File: src/rtl/svc_rv_sram_arb.sv
// Round-robin arbiter sharing one synchronous-read SRAM between instruction fetch
// and data load/store, with one-cycle response routing and a contention counter.
module svc_rv_sram_arb #(
    parameter int AW    = 10,
    parameter int DW    = 32,
    parameter int CNT_W = 32
) (
    input  logic               clk,
    input  logic               rst,

    input  logic               i_req_valid,
    output logic               i_req_ready,
    input  logic [AW-1:0]      i_req_addr,
    output logic               i_rsp_valid,
    output logic [DW-1:0]      i_rsp_data,

    input  logic               d_req_valid,
    output logic               d_req_ready,
    input  logic [AW-1:0]      d_req_addr,
    input  logic               d_req_we,
    input  logic [DW-1:0]      d_req_wdata,
    input  logic [DW/8-1:0]    d_req_wstrb,
    output logic               d_rsp_valid,
    output logic [DW-1:0]      d_rsp_data,

    output logic               sram_en,
    output logic [AW-1:0]      sram_addr,
    output logic               sram_we,
    output logic [DW-1:0]      sram_wdata,
    output logic [DW/8-1:0]    sram_wstrb,
    input  logic [DW-1:0]      sram_rdata,

    output logic [CNT_W-1:0]   contention_cnt
);

    typedef enum logic {
        REQ_I = 1'b0,
        REQ_D = 1'b1
    } req_e;

    req_e       prio;
    logic [1:0] rsp_dst;
    logic       gnt_i;
    logic       gnt_d;
    logic       both_valid;

    assign both_valid = i_req_valid && d_req_valid;

    // NOTE: grants are gated by rst so nothing reaches the SRAM while reset is applied.
    always_comb begin
        gnt_i = 1'b0;
        gnt_d = 1'b0;
        if (!rst) begin
            if (both_valid) begin
                gnt_d = (prio == REQ_D);
                gnt_i = (prio == REQ_I);
            end else begin
                gnt_i = i_req_valid;
                gnt_d = d_req_valid;
            end
        end
    end

    assign i_req_ready = gnt_i;
    assign d_req_ready = gnt_d;

    assign sram_en    = gnt_i || gnt_d;
    assign sram_addr  = gnt_d ? d_req_addr : i_req_addr;
    assign sram_we    = gnt_d && d_req_we;
    assign sram_wdata = d_req_wdata;
    assign sram_wstrb = sram_we ? d_req_wstrb : '0;

    // A read accepted just before reset must not surface while rst is high.
    assign i_rsp_valid = rsp_dst[0] && !rst;
    assign d_rsp_valid = rsp_dst[1] && !rst;
    assign i_rsp_data  = sram_rdata;
    assign d_rsp_data  = sram_rdata;

    always_ff @(posedge clk) begin
        if (rst) begin
            prio           <= REQ_D;
            rsp_dst        <= 2'b00;
            contention_cnt <= '0;
        end else begin
            if (gnt_i) begin
                prio <= REQ_D;
            end else if (gnt_d) begin
                prio <= REQ_I;
            end
            rsp_dst <= {gnt_d && !d_req_we, gnt_i};
            if (both_valid && (contention_cnt != {CNT_W{1'b1}})) begin
                contention_cnt <= contention_cnt + 1'b1;
            end
        end
    end

endmodule

File: config.mk
export PLATFORM = sky130hd
export DESIGN_NAME = svc_rv_sram_arb
export DESIGN_NICKNAME = d
export VERILOG_FILES = /design/src/rtl/svc_rv_sram_arb.sv
export SDC_FILE = /design/constraint.sdc
export NUM_CORES = 1
export LEC_CHECK = 0
export CAP_MARGIN = 0
export CORE_AREA = 2 2 101 103
export CTS_CLUSTER_SIZE = 20
export DETAILED_ROUTE_END_ITERATION = 7
export DIE_AREA = 0 0 103 105
export PLACE_DENSITY = 0.74
export SLEW_MARGIN = 20
export SYNTH_ARGS = -nofsm -noshare
export SYNTH_HDL_FRONTEND = slang
export SYNTH_SLANG_ARGS = --single-unit
File: constraint.sdc
create_clock -name clk -period 2 [get_ports clk]
set_input_delay 0.3 -clock clk [delete_from_list [all_inputs] [get_ports clk]]
set_output_delay 0.3 -clock clk [all_outputs]
set_load 0.05 [all_outputs]
; Word level (Yosys, flattened, before mapping)
; Cells that the tools add are included.
[totals]
reg_bits = 35
out_inout_bits = 148
elab_cells = 22
[classes]
addsub = 1
mux = 6
n_reduce_logical = 10
n_bitwise = 1
n_eq_ne = 1
[ops]
columns = cell, n
row1 = $add 32x1->32 const B, 1
row2 = $ne 32x32->1 const B, 1
row3 = $mux 10, 1
row4 = $logic_and 1x1->1, 6
row5 = $mux 1, 4
row6 = $mux 4, 1
row7 = $logic_not 1->1, 2
row8 = $reduce_or 2->1, 1
row9 = $logic_or 1x1->1, 1
row10 = $not 1->1, 1

; Depth between registers and ports, before layout
[depth]
depth_word = 5
ltp_mapped = 8
depth_no_buf = 6

; Worst setup path before layout
; Ideal clock, no wire load.
[synth_path]
path_type = flip-flop to flip-flop
startpoint = register contention_cnt[3]
endpoint = register contention_cnt[27]
path_stages_with_launch = 7
path_slack_ps = -330
arrival_time_ps = 2209
setup_ps = 121
cell_sequence = dfxtp_1 nand4_2 or2_1 buf_6 a31oi_2 and4bb_2 mux2_2
[synth_between]
elab_chain_len = 2
elab_cells_between_ends = 3
classes_between = add/sub (1) / eq/ne (1) / reduce/logical (1)
[synth_lines]
columns = element, line
row1 = "start, declared", 33  ; output logic [CNT_W-1:0] contention_cnt
row2 = "start signal, assigned", 92  ; contention_cnt <= contention_cnt + 1'b1;
row3 = "parallel branches: the longest is 2 deep, another holds $add 32x1->32", --
; Several ways; the timed one is not identified.
; A chain may end at the register's enable or synchronous reset.

; Final worst setup path
[layout_path]
startpoint = register contention_cnt[0]
endpoint = register contention_cnt[29]
; The elaborated chain is that of the path after synthesis.

==> results.yml <==
global_routing:
  grt_pass1_vias: 2353
  grt_first_pass_wirelength_mm: 11.3
  grt_overflow_total: 0
  track_usage_pct: 12.9
  antenna_found_initial: 0
  grt_max_degree: 48
floorplanning:
  core_um2: 9640
  ios: 241
  die_h_um: 105
  fp-row-count: 36
  start_util_pct: 28.4
  die_x_um: 103
  die_area_um2: 10800
synth:
  synth_area_um2: 2740
  post_synth_num_cell_types: 49
  synth_seq_cells: 35
  synthCells: 357
  synthArstFlopShare_pct: 0
  synth-seq-area-share_pct: 25.6
  synth_nets: 451
  syn-mean-instance-area_um2: 7.68
  synth-main-ff-cell: "dfxtp_1"
  synth_edf_count: 0
  synth_warnings: 0
drt:
  routedWlPerCell_um: 13.6
  first_pass_iters: 4
  routed_wl_mm: 6.76
  route.vias.total: 2385
  viasPerCell: 4.78
  post-route-drc-count: 0
  postRouteAntennaNets: 0
  drtIter0Drc: 103
worst_setup_path:
  critPathBufInv: 1
  worstSetupEndpointType: "flop"
  crit_type: "flop to flop"
  arrival_ns: 2.11
  critPathSlowestCell: "mux2_2"
  cpPeakStageDelay_ns: 0.37
  path_cells: "ha_2 -> nand4_1 -> nor4_2 -> and3_1 -> buf_4 -> nor4_1 -> mux2_2"
  worstPathMaxFanout: 18
  worstSetupStartpointType: "flop"
  cp.required_ns: 2.19
  critPathTopFamily: "simple AND/OR/NAND/NOR gates"
finish:
  layout-drive-gt1-share_pct: 33.9
  nNetsFinal: 459
  stdcell_count: 499
  syn_to_final_growth_pct: 32.1
  antennaDiodeCount: 0
sta:
  fmax_ghz: 0.521
  fin_worst_skew_ns: 0.0118
  slew_headroom_pct: 65.0
  min_period_over_period_pct: 95.9
  setup_viol: 0
  finalHoldViolations: 0
  min_period_ns: 1.92
  worst_slack_ns: 0.0813
  drv_slew: 0
  worst_slew_pin_slew_ns: 0.524
  rsz0062_at_grt: "no"
clock_tree:
  postCtsHoldBufs: 0
  cts_sinks: 35
  htreeDepth: 2
  cts_buffers: 5
  clockRootBuffer: "clkbuf_8"
  cts_buffer_depth: 2
  clk_latency_ns: 0.30
  clk_pin_slew_worst_paths_ns: 0.08
  cts_tree: "done"
power_and_ir_drop:
  leakagePower_nw: 1.38
  vdd_ir_drop_max_mv: 0.217
  power_density_nw_per_um2: 462
  finalPower_w: 0.00167
placed_design:
  pre_cts_ws_ns: -0.342
  gp_congestion: 0.886
  dp_cells: 489
  dp_hpwl_mm: 5.23
  io_buffers: 80
outcome:
  outcome: "complete, no violations"
hold_path:
  min_path_type: "primary input to flop"
job:
  cap_violations: 0
==> power by group <==
group / internal (W) / switching (W) / leakage [nW]
Combinational: 0.000175 / 0.000184 / 1.01
Sequential: 0.000684 / 0.00000385 / 0.302
Clock: 0.000353 / 0.000272 / 0.0594
==> routing by layer <==
layer  track usage (%)  routed length, µm
met5                 0                  0
met4              7.14                242
met3              4.55                594
met2              21.3               3320
met1              14.3               2600
==> registers in the layout, indices dropped and copies added, names as in the netlist <==
register	flops
prio	1
contention_cnt	32
rsp_dst	2
==> per-stage QoR <==
| step | hold WS (ns) | utilization (%) | area (µm²) | setup TNS [ns] |
|---|---|---|---|---|
| after floorplan | 0.372 | - | 2850 | -0.0486 |
| after global placement | 0.467 | 35.8 | 3450 | -4.77 |
| after detailed placement | 0.481 | 35.8 | 3450 | -4.79 |
| after CTS | 0.493 | 36.9 | 3560 | 0 |
| after global routing | 0.397 | 37.6 | 3620 | 0 |
| final | 0.373 | 37.6 | 3620 | 0 |
==> worst min-delay path, stage by stage <==
cell	delay [ns]
dlymetal6s2s_1	0.20
a21oi_2	0.07
o21ai_0	0.06
==> cell families after synthesis <==
kind of cell               share of synthesized area, %
buffers and inverters                              29.9
AOI/OAI and AO/OA                                  11.9
DFF                                                25.6
xor gates and xnor gates                          0.320
and+or+nand+nor                                    29.0
adders and majority gates                         0.456
muxes                                              2.88
==> final timing paths <==
path	from	end	slack (ns)	cells after the start
setup / recovery	contention_cnt[0]$_SDFFE_PP0P_	contention_cnt[29]$_SDFFE_PP0P_	0.08	7
hold / removal	rst	prio$_SDFFE_PP1N_	0.37	3
setup reg to reg	contention_cnt[0]$_SDFFE_PP0P_	contention_cnt[29]$_SDFFE_PP0P_	0.08	7
hold reg to reg	prio$_SDFFE_PP1N_	rsp_dst[0]$_SDFF_PP0_	0.49	1
==> placed cells by master (no fill, tap or decap), types with 3 or more instances in the layout <==
cell | synthesis | routed
a21oi_1 | 24 | 23
and2_1 | 5 | 5
buf_12 | 0 | 21
buf_4 | 97 | 31
clkbuf_8 | 0 | 6
clkdlybuf4s50_1 | 0 | 55
dfxtp_1 | 35 | 5
dfxtp_2 | 0 | 16
dfxtp_4 | 0 | 14
inv_1 | 8 | 8
mux2_2 | 6 | 6
nand2_1 | 45 | 45
nand3_1 | 8 | 8
nand4_1 | 8 | 8
nor2_1 | 21 | 19
nor2b_1 | 8 | 8
nor4_1 | 4 | 3
o21ai_0 | 9 | 9
o31ai_1 | 12 | 12
or3_1 | 6 | 6
or4_1 | 12 | 12
==> synth_stat cells (all sizes together), types with 2 or more instances <==
cell / n / area share, %
nor2b: 8 / 1.8
nand2b: 2 / 0.46
nor2: 21 / 2.9
nand3: 9 / 1.8
and2: 6 / 1.4
nor4: 5 / 1.7
or2: 2 / 0.46
nand2: 47 / 6.8
o21ai: 9 / 1.6
a31o: 2 / 0.64
a211oi: 3 / 0.82
buf: 101 / 27
or3: 8 / 1.9
nor3: 3 / 0.55
o31ai: 12 / 3.3
mux2: 7 / 2.9
inv: 8 / 1.1
clkbuf: 9 / 1.3
dfxtp: 35 / 26
nand4: 10 / 3.1
and3: 3 / 0.73
or4: 13 / 3.6
a21oi: 24 / 4.4
==> final cells by class <==
| class | instances | area (µm²) |
|---|---|---|
| fill | 965 | 6020 |
| clock inverter | 1 | 5.00 |
| multi-input combinational | 204 | 1290 |
| clock buffer | 7 | 108 |
| sequential | 35 | 773 |
| timing repair buffer | 111 | 1240 |
| inverter | 8 | 30.0 |
| tap | 133 | 166 |
==> timing repair <==
action | 4_1_cts | 5_1_grt
setup endpoints to repair | 19 | 17
resized for setup | 3 | 10
pin swaps | 0 | 1
setup buffers | 0 | 2
(Power assumes the default switching activity.)
